### src/rtl/btn_event_scheduler.sv
// Eight-button front end: sample divider, per-button shift-register debounce,
// rising-edge event detection, pending latch with sticky overflow, and a
// round-robin valid/ready server that hands out one button id at a time.
//
// state | meaning
// IDLE  | no event offered; arbitrate over pending bits
// OFFER | evt_valid high, evt_id held until the consumer accepts it
module btn_event_scheduler #(
  parameter int SAMPLE_DIV = 4,
  parameter int DEB_LEN    = 8
) (
  input  logic       clk,
  input  logic       rst_n,
  input  logic [7:0] btn,
  input  logic       evt_ready,
  input  logic       clr_overflow,
  output logic       evt_valid,
  output logic [2:0] evt_id,
  output logic [7:0] pending,
  output logic       overflow
);

  localparam int DIV_W = (SAMPLE_DIV > 1) ? $clog2(SAMPLE_DIV) : 1;
  localparam logic [DIV_W-1:0] DIV_LAST = DIV_W'(SAMPLE_DIV - 1);

  typedef enum logic {IDLE, OFFER} state_t;

  state_t             state;
  logic [DIV_W-1:0]   div_cnt;
  logic               tick;
  logic [DEB_LEN-1:0] shreg [8];
  logic [7:0]         lvl;
  logic [7:0]         lvl_d;
  logic [7:0]         press;
  logic [7:0]         clr;
  logic [7:0]         ovf_hit;
  logic [2:0]         ptr;
  logic [2:0]         sel;
  logic               sel_found;
  logic               load;

  assign tick    = (div_cnt == DIV_LAST);
  assign press   = lvl & ~lvl_d;
  assign load    = (state == IDLE) && sel_found;
  assign clr     = load ? (8'(1) << sel) : 8'h00;
  // A press on a bit being loaded this cycle re-arms it; only a press onto a
  // bit that stays pending is a merge.
  assign ovf_hit = press & pending & ~clr;

  // Sample divider: wraps at SAMPLE_DIV-1, tick on the last count.
  always_ff @(posedge clk or negedge rst_n) begin
    if (!rst_n) begin
      div_cnt <= '0;
    end else if (tick) begin
      div_cnt <= '0;
    end else begin
      div_cnt <= div_cnt + 1'b1;
    end
  end

  // Debounce history: shift one sample per tick into each channel.
  always_ff @(posedge clk or negedge rst_n) begin
    if (!rst_n) begin
      for (int i = 0; i < 8; i++) shreg[i] <= '0;
    end else if (tick) begin
      for (int i = 0; i < 8; i++) shreg[i] <= {shreg[i][DEB_LEN-2:0], btn[i]};
    end
  end

  // Debounced level is high only when the whole history is ones; keep a delayed copy for edge detect.
  always_ff @(posedge clk or negedge rst_n) begin
    if (!rst_n) begin
      lvl   <= '0;
      lvl_d <= '0;
    end else begin
      for (int i = 0; i < 8; i++) lvl[i] <= &shreg[i];
      lvl_d <= lvl;
    end
  end

  // Round-robin pick: first pending bit after ptr, wrapping back to ptr itself.
  always_comb begin
    logic [2:0] idx;
    idx       = '0;
    sel       = '0;
    sel_found = 1'b0;
    for (int k = 1; k <= 8; k++) begin
      idx = ptr + 3'(k);
      if (!sel_found && pending[idx]) begin
        sel       = idx;
        sel_found = 1'b1;
      end
    end
  end

  // Pending latch and sticky overflow; a new merge beats a clear request.
  always_ff @(posedge clk or negedge rst_n) begin
    if (!rst_n) begin
      pending  <= '0;
      overflow <= 1'b0;
    end else begin
      pending <= (pending & ~clr) | press;
      if (|ovf_hit) begin
        overflow <= 1'b1;
      end else if (clr_overflow) begin
        overflow <= 1'b0;
      end
    end
  end

  // Event server FSM with registered valid/id and the round-robin pointer.
  always_ff @(posedge clk or negedge rst_n) begin
    if (!rst_n) begin
      state     <= IDLE;
      evt_valid <= 1'b0;
      evt_id    <= '0;
      ptr       <= 3'd7;
    end else begin
      case (state)
        IDLE: begin
          if (load) begin
            evt_valid <= 1'b1;
            evt_id    <= sel;
            ptr       <= sel;
            state     <= OFFER;
          end else begin
            evt_valid <= 1'b0;
          end
        end
        OFFER: begin
          if (evt_ready) begin
            evt_valid <= 1'b0;
            state     <= IDLE;
          end
        end
        default: begin
          evt_valid <= 1'b0;
          state     <= IDLE;
        end
      endcase
    end
  end

endmodule

### config.mk
export PLATFORM = sky130hd
export DESIGN_NAME = btn_event_scheduler
export DESIGN_NICKNAME = d
export VERILOG_FILES = /design/src/rtl/btn_event_scheduler.sv
export SDC_FILE = /design/constraint.sdc
export NUM_CORES = 1
export LEC_CHECK = 0
export CAP_MARGIN = 20
export CELL_PAD_IN_SITES_DETAIL_PLACEMENT = 1
export CELL_PAD_IN_SITES_GLOBAL_PLACEMENT = 1
export CORE_ASPECT_RATIO = 0.75
export CORE_MARGIN = 4
export CORE_UTILIZATION = 45
export DETAILED_ROUTE_END_ITERATION = 10
export HOLD_SLACK_MARGIN = 0.06
export PLACE_DENSITY = 0.84
export SLEW_MARGIN = 20
export SYNTH_ARGS = -nofsm -noshare
export SYNTH_HDL_FRONTEND = slang
export SYNTH_SLANG_ARGS = --single-unit
### constraint.sdc
create_clock -name clk -period 3.5 [get_ports clk]
set_clock_uncertainty 0.05 [all_clocks]
set_input_delay 0.525 -clock clk [delete_from_list [all_inputs] [get_ports clk]]
set_output_delay 0.525 -clock clk [all_outputs]
set_load 0.01 [all_outputs]
# After elaboration in Yosys (flattened, before gate mapping)
# Index checks and enable logic that the tools add are counted.
[word_totals]
reg_bits = 99
output_inout_bits = 13
elab_cells = 111
[op_classes]
n_addsub = 8
n_lt_le_gt_ge = 8
eq_ne = 2
shift = 1
n_mux = 41
bitwise_logic = 8
reduce_logical = 26
[op_table]
columns = ["cell", "count"]
rows = [
  ["AND reduction 8 bit", 8],
  ["AND 8 bit", 4],
  ["less-than comparator 3 x 4 -> 1 bit (second input constant)", 8],
  ["binary-select mux 1 bit (select 3 bit)", 8],
  ["two-way mux 3 bit", 8],
  ["two-way mux 1 bit", 21],
  ["inverter 8 bit", 2],
  ["adder 3 bit (second input constant)", 4],
  ["logical AND 1 bit", 8],
  ["two-way mux 8 bit", 1],
  ["bitwise OR 8 bit", 1],
  ["OR reduction 8 bit", 1],
  ["left shift 1 x 3 -> 8 bit (first input constant)", 1],
  ["zero test 1 bit", 7],
  ["adder 3 x 2 -> 3 bit (second input constant)", 2],
  ["case mux 1 bit (2 select lines)", 2],
  ["adder 3 x 1 -> 3 bit (second input constant)", 1],
  ["adder 2 x 1 -> 2 bit (second input constant)", 1],
  ["== test 2 bit (second input constant)", 1],
  ["two-way mux 2 bit", 1],
  ["inequality test 2 bit (second input constant)", 1],
  ["AND reduction 2 bit", 1],
  ["nonzero test 2 bit", 1],
  ["inverter 1 bit", 1],
]

# Logic depth before layout (Yosys ltp)
[logic_depth]
ltp_word = 31
depth_mapped = 15

# Worst setup path before layout
# Ideal clock, no wire load.
[synth_timing]
path_type = "reg-to-reg"
from = "register ptr[1]"
to = "register overflow"
setup_ns = 0.134
arrival_ns = 3.697
required_ns = 3.316
setup_slack_ns = -0.380
path_stages_with_launch = 15
path_buffers = 3
cell_sequence = "dfstp_2 > buf_6 > clkbuf_1 > inv_1 > ha_1 > buf_6 > mux2_4 > mux4_2 > and2_1 > a41o_1 > nor4_4 > nand2_2 > or2_1 > o21ai_1 > nand4_1"
[synth_between]
elab_chain_len = 31
word_cells_on_any_way = 61
classes_between = "7 x add/sub; 1 x shift; 34 x mux; 2 x bitwise; 17 x reduce/logical"
[synth_rtl]
columns = ["item", "line", "text"]
rows = [
  ["start, declared", "37", "logic [2:0] ptr;"],
  ["start signal, assigned", "124", "ptr <= sel;"],
  ["adder 3 x 1 -> 3 bit", "88", "idx = ptr + 3'(k);"],
  ["binary-select mux 1 bit (select 3 bit)", "89", "if (!sel_found && pending[idx]) begin"],
  ["two-way mux 1 bit (not written as such)", "89", ""],
  ["two-way mux 1 bit", "89", ""],
  ["zero test 1 bit", "89", ""],
  ["logical AND 1 bit", "89", ""],
  ["two-way mux 1 bit", "89", ""],
  ["zero test 1 bit", "89", ""],
  ["[... 15 more ...]", "--", ""],
  ["logical AND 1 bit", "89", ""],
  ["two-way mux 3 bit / two-way mux 1 bit (equally long branches)", "89", ""],
  ["left shift 1 x 3 -> 8 bit / logical AND 1 bit (equally long branches)", "45, 44", ""],
  ["two-way mux 8 bit *", "45", "assign clr = load ? (8'(1) << sel) : 8'h00;"],
  ["inverter 8 bit *", "48", "assign ovf_hit = press & pending & ~clr;"],
  ["AND 8 bit *", "48", ""],
  ["OR reduction 8 bit *", "103", "if (|ovf_hit) begin"],
  ["two-way mux 1 bit / nonzero test 2 bit (equally long branches)", "--", ""],
  ["end signal, assigned", "100", "overflow <= 1'b0;"],
  ["end signal, assigned", "104", "overflow <= 1'b1;"],
  ["end signal, assigned", "106", "overflow <= 1'b0;"],
  ["end, declared", "20", "output logic overflow"],
]
# Every way passes the cells marked *; elsewhere a longest branch is shown, timed or not. The select of a mux whose other input is x is not followed.
# A chain may end at the register's enable or synchronous reset.

# Worst setup path in the final report
# Same ends and word-level chain as after synthesis.

==> flow_summary.toml <==
[outcome]
run_status = "complete, no violations"

[floorplan]
io_pins = 25
die_x_um = 129
die_y_um = 98.4
die_area_um2 = 12700
start_util_pct = 46.9
core_um2 = 10500
rows = 32

[route]
drt_wl_total_mm = 11.7
vias_per_cell = 5.93
dr.pass1.iters = 4
drc_errors = 0
ant_nets = 0
vias = 3380
drt_iter0_markers = 250
routedWlPerCell_um = 20.5

[logic_synthesis]
yosys.area_share.simple_pct = 9.87
async_reset_ff_share_pct = 100
synth_top_area_cell = "dfrtp_1"
synthAdderAreaFrac_pct = 0.765
yosysWarnings = 0
synth_compound_area_share_pct = 8.01
synth_top_cell_area_share_pct = 49.0
muxShareOfSynthArea_pct = 26.0
seq_area_frac_synth_pct = 50.6
ys_ff_latch = 99
synth_top_family_by_area = "multiplexers"
synth_cell_types = 59
syn_nets = 399
netlist_top_cells_area = "dfrtp_1, mux2_2, mux4_2"
synth-xor-area-share_pct = 1.30
avgSynthCellArea_um2 = 12.8
syn-instance-count = 384
netlist_area_um2 = 4900
synth_edf_count = 0
ys.flop_type = "dfrtp_1"

[clock_tree]
clockBufferDepth = 2
cts.htree.levels = 3
clock_latency_ns = 0.34
ctsHoldBuffers = 0
cts_buffers = 9
cts_tree = "built"
clock_tree.root_cell = "clkbuf_16"
clkTransAtPathRegs_ns = 0.07
cts.sinks = 99

[critical_path]
arrival_ns = 3.65
end_kind = "register"
critPathKind = "reg -> reg"
start_kind = "register"
critPathRequiredTime_ns = 3.66
r2r_cells = 12
cp_max_fo = 14

[sta]
rsz0062_at_grt = "yes"
max_freq_mhz = 286
hold_viol = 0
period_share_pct = 99.9
relSlewSlack_pct = 37.0
tightest_slew_ns = 0.944
setup_viol = 0
slew_viol_final = 0
period_needed_ns = 3.50
fin_ws_ns = 0.00324

[final_layout]
mostFrequentLayoutCells = "dfrtp_1, mux2_2, buf_4, clkdlybuf4s50_1, nand2_1"
final_common_cell = "dfrtp_1"
finalCoreUtilization_pct = 55.8
n_antenna_cell = 0
drive_above_1_share_pct = 36.4
syn2layout_area_growth_pct = 18.9
fin_nets = 444

[place]
portBuffers = 24
gp_congestion = 0.859
dp_hpwl_mm = 7.88
pre_cts_ws_ns = 0.00199

[pwr]
power_density_nw_per_um2 = 795
max-vdd-ir-drop_mv = 0.330
power_leakage_nw = 2.38

[grt]
grt_max_degree = 79
use_met3_pct = 5.20
busiest_layer = "met2"
grt_pass1_vias = 3644
grt_pass1_wl_mm = 18.8
gr-total-overflow = 0
antenna_found_initial = 0
grt.total_usage_pct = 18.6
grt.met2_usage_pct = 29.4
grt_use_met1_pct = 25.7

[job]
drv_cap = 0

[hold_path]
hold_path_class = "in -> async"
-- metal layers --
layer	wire length (µm)	up-vias
li1	-	1523
met1	5130	1768
met2	5810	75
met3	617	14
met4	136	0
met5	0	-
-- worst max-delay path: stages (launching register included) --
cell	delay, ns
dfstp_2	0.54
buf_4	0.24
mux4_1	0.61
mux2i_2	0.29
o211ai_1	0.18
buf_4	0.19
a2111oi_4	0.26
nor4_4	0.12
buf_4	0.17
nor3_4	0.19
nand2_2	0.11
a221oi_2	0.24
nand4_1	0.14
-- state kept, by name (all words and copies together), names as in the netlist --
| register | flops |
|---|---|
| state | 1 |
| div_cnt | 2 |
| shreg | 64 |
| overflow | 1 |
| evt_valid | 1 |
| evt_id | 3 |
| pending | 8 |
| lvl_d | 8 |
| ptr | 3 |
| lvl | 8 |
-- where the power goes --
part	switching (W)	leakage (nW)	internal, W	total (W)
combinational	0.00123	1.03	0.00105	0.00228
clock	0.000457	0.141	0.000501	0.000957
sequential	0.000138	1.21	0.00126	0.00140
-- timing repair --
item,CTS,global route
resized for setup,1,15
buffers inserted,0,9
endpoints found under the setup margin,1,7
pin swaps,0,4
-- path summary, 6_finish.rpt --
kind,start,endpoint,slack (ns)
worst max-delay path,ptr[1],overflow,0.003
max in group asynchronous,rst_n,ptr[1],2.32
worst min register to register,lvl[7],lvl_d[7],0.33
worst min-delay path,rst_n,shreg[3],0.28
min in group clk,lvl[7],lvl_d[7],0.33
worst max register to register,ptr[1],overflow,0.003
-- cell type report --
cell class | instances | area (µm²)
repair buffers | 52 | 460
well taps | 136 | 170
inverters | 17 | 63.8
multi-input cells | 250 | 2360
fillers | 1035 | 4620
clock buffers | 9 | 225
clock inverters | 7 | 67.6
flip-flops and latches | 99 | 2480
-- cells in the mapped netlist (3+ instances only) --
master and number:
a21oi_1 7, a221oi_1 5, a22oi_1 4, and2_1 3, buf_2 4, buf_6 4
clkbuf_1 9, dfrtp_1 96, dfstp_2 3, ha_1 3, inv_1 16, mux2_2 70
mux2i_1 16, mux4_2 11, nand2_1 21, nand3b_1 5, nand4_1 18, nor2_1 17
nor3_1 6, nor3b_1 3, o21ai_0 10, o21ai_1 7
-- logic make-up after synthesis --
logic type	count (synthesis)
adder cells (fa/ha/maj)	3
AND/OR/NAND/NOR	89
AO/OA/AOI/OAI	54
multiplexers	101
buffers and inverters	35
flip-flops	99
XOR/XNOR	3
-- stage by stage --
stage,hold slack [ns],setup TNS (ns),cell area (µm²),cells,power (W)
finish,0.280,0,5830,570,0.00464
detailed placement,0.322,0,5390,545,0.00335
global placement,0.315,0,5390,545,0.00328
CTS,0.302,0,5690,561,0.00434
floorplan,0.179,0,4940,384,0.00277
global route,0.356,-0.420,5830,570,0.00489
Power figures use the tool's default switching activity.
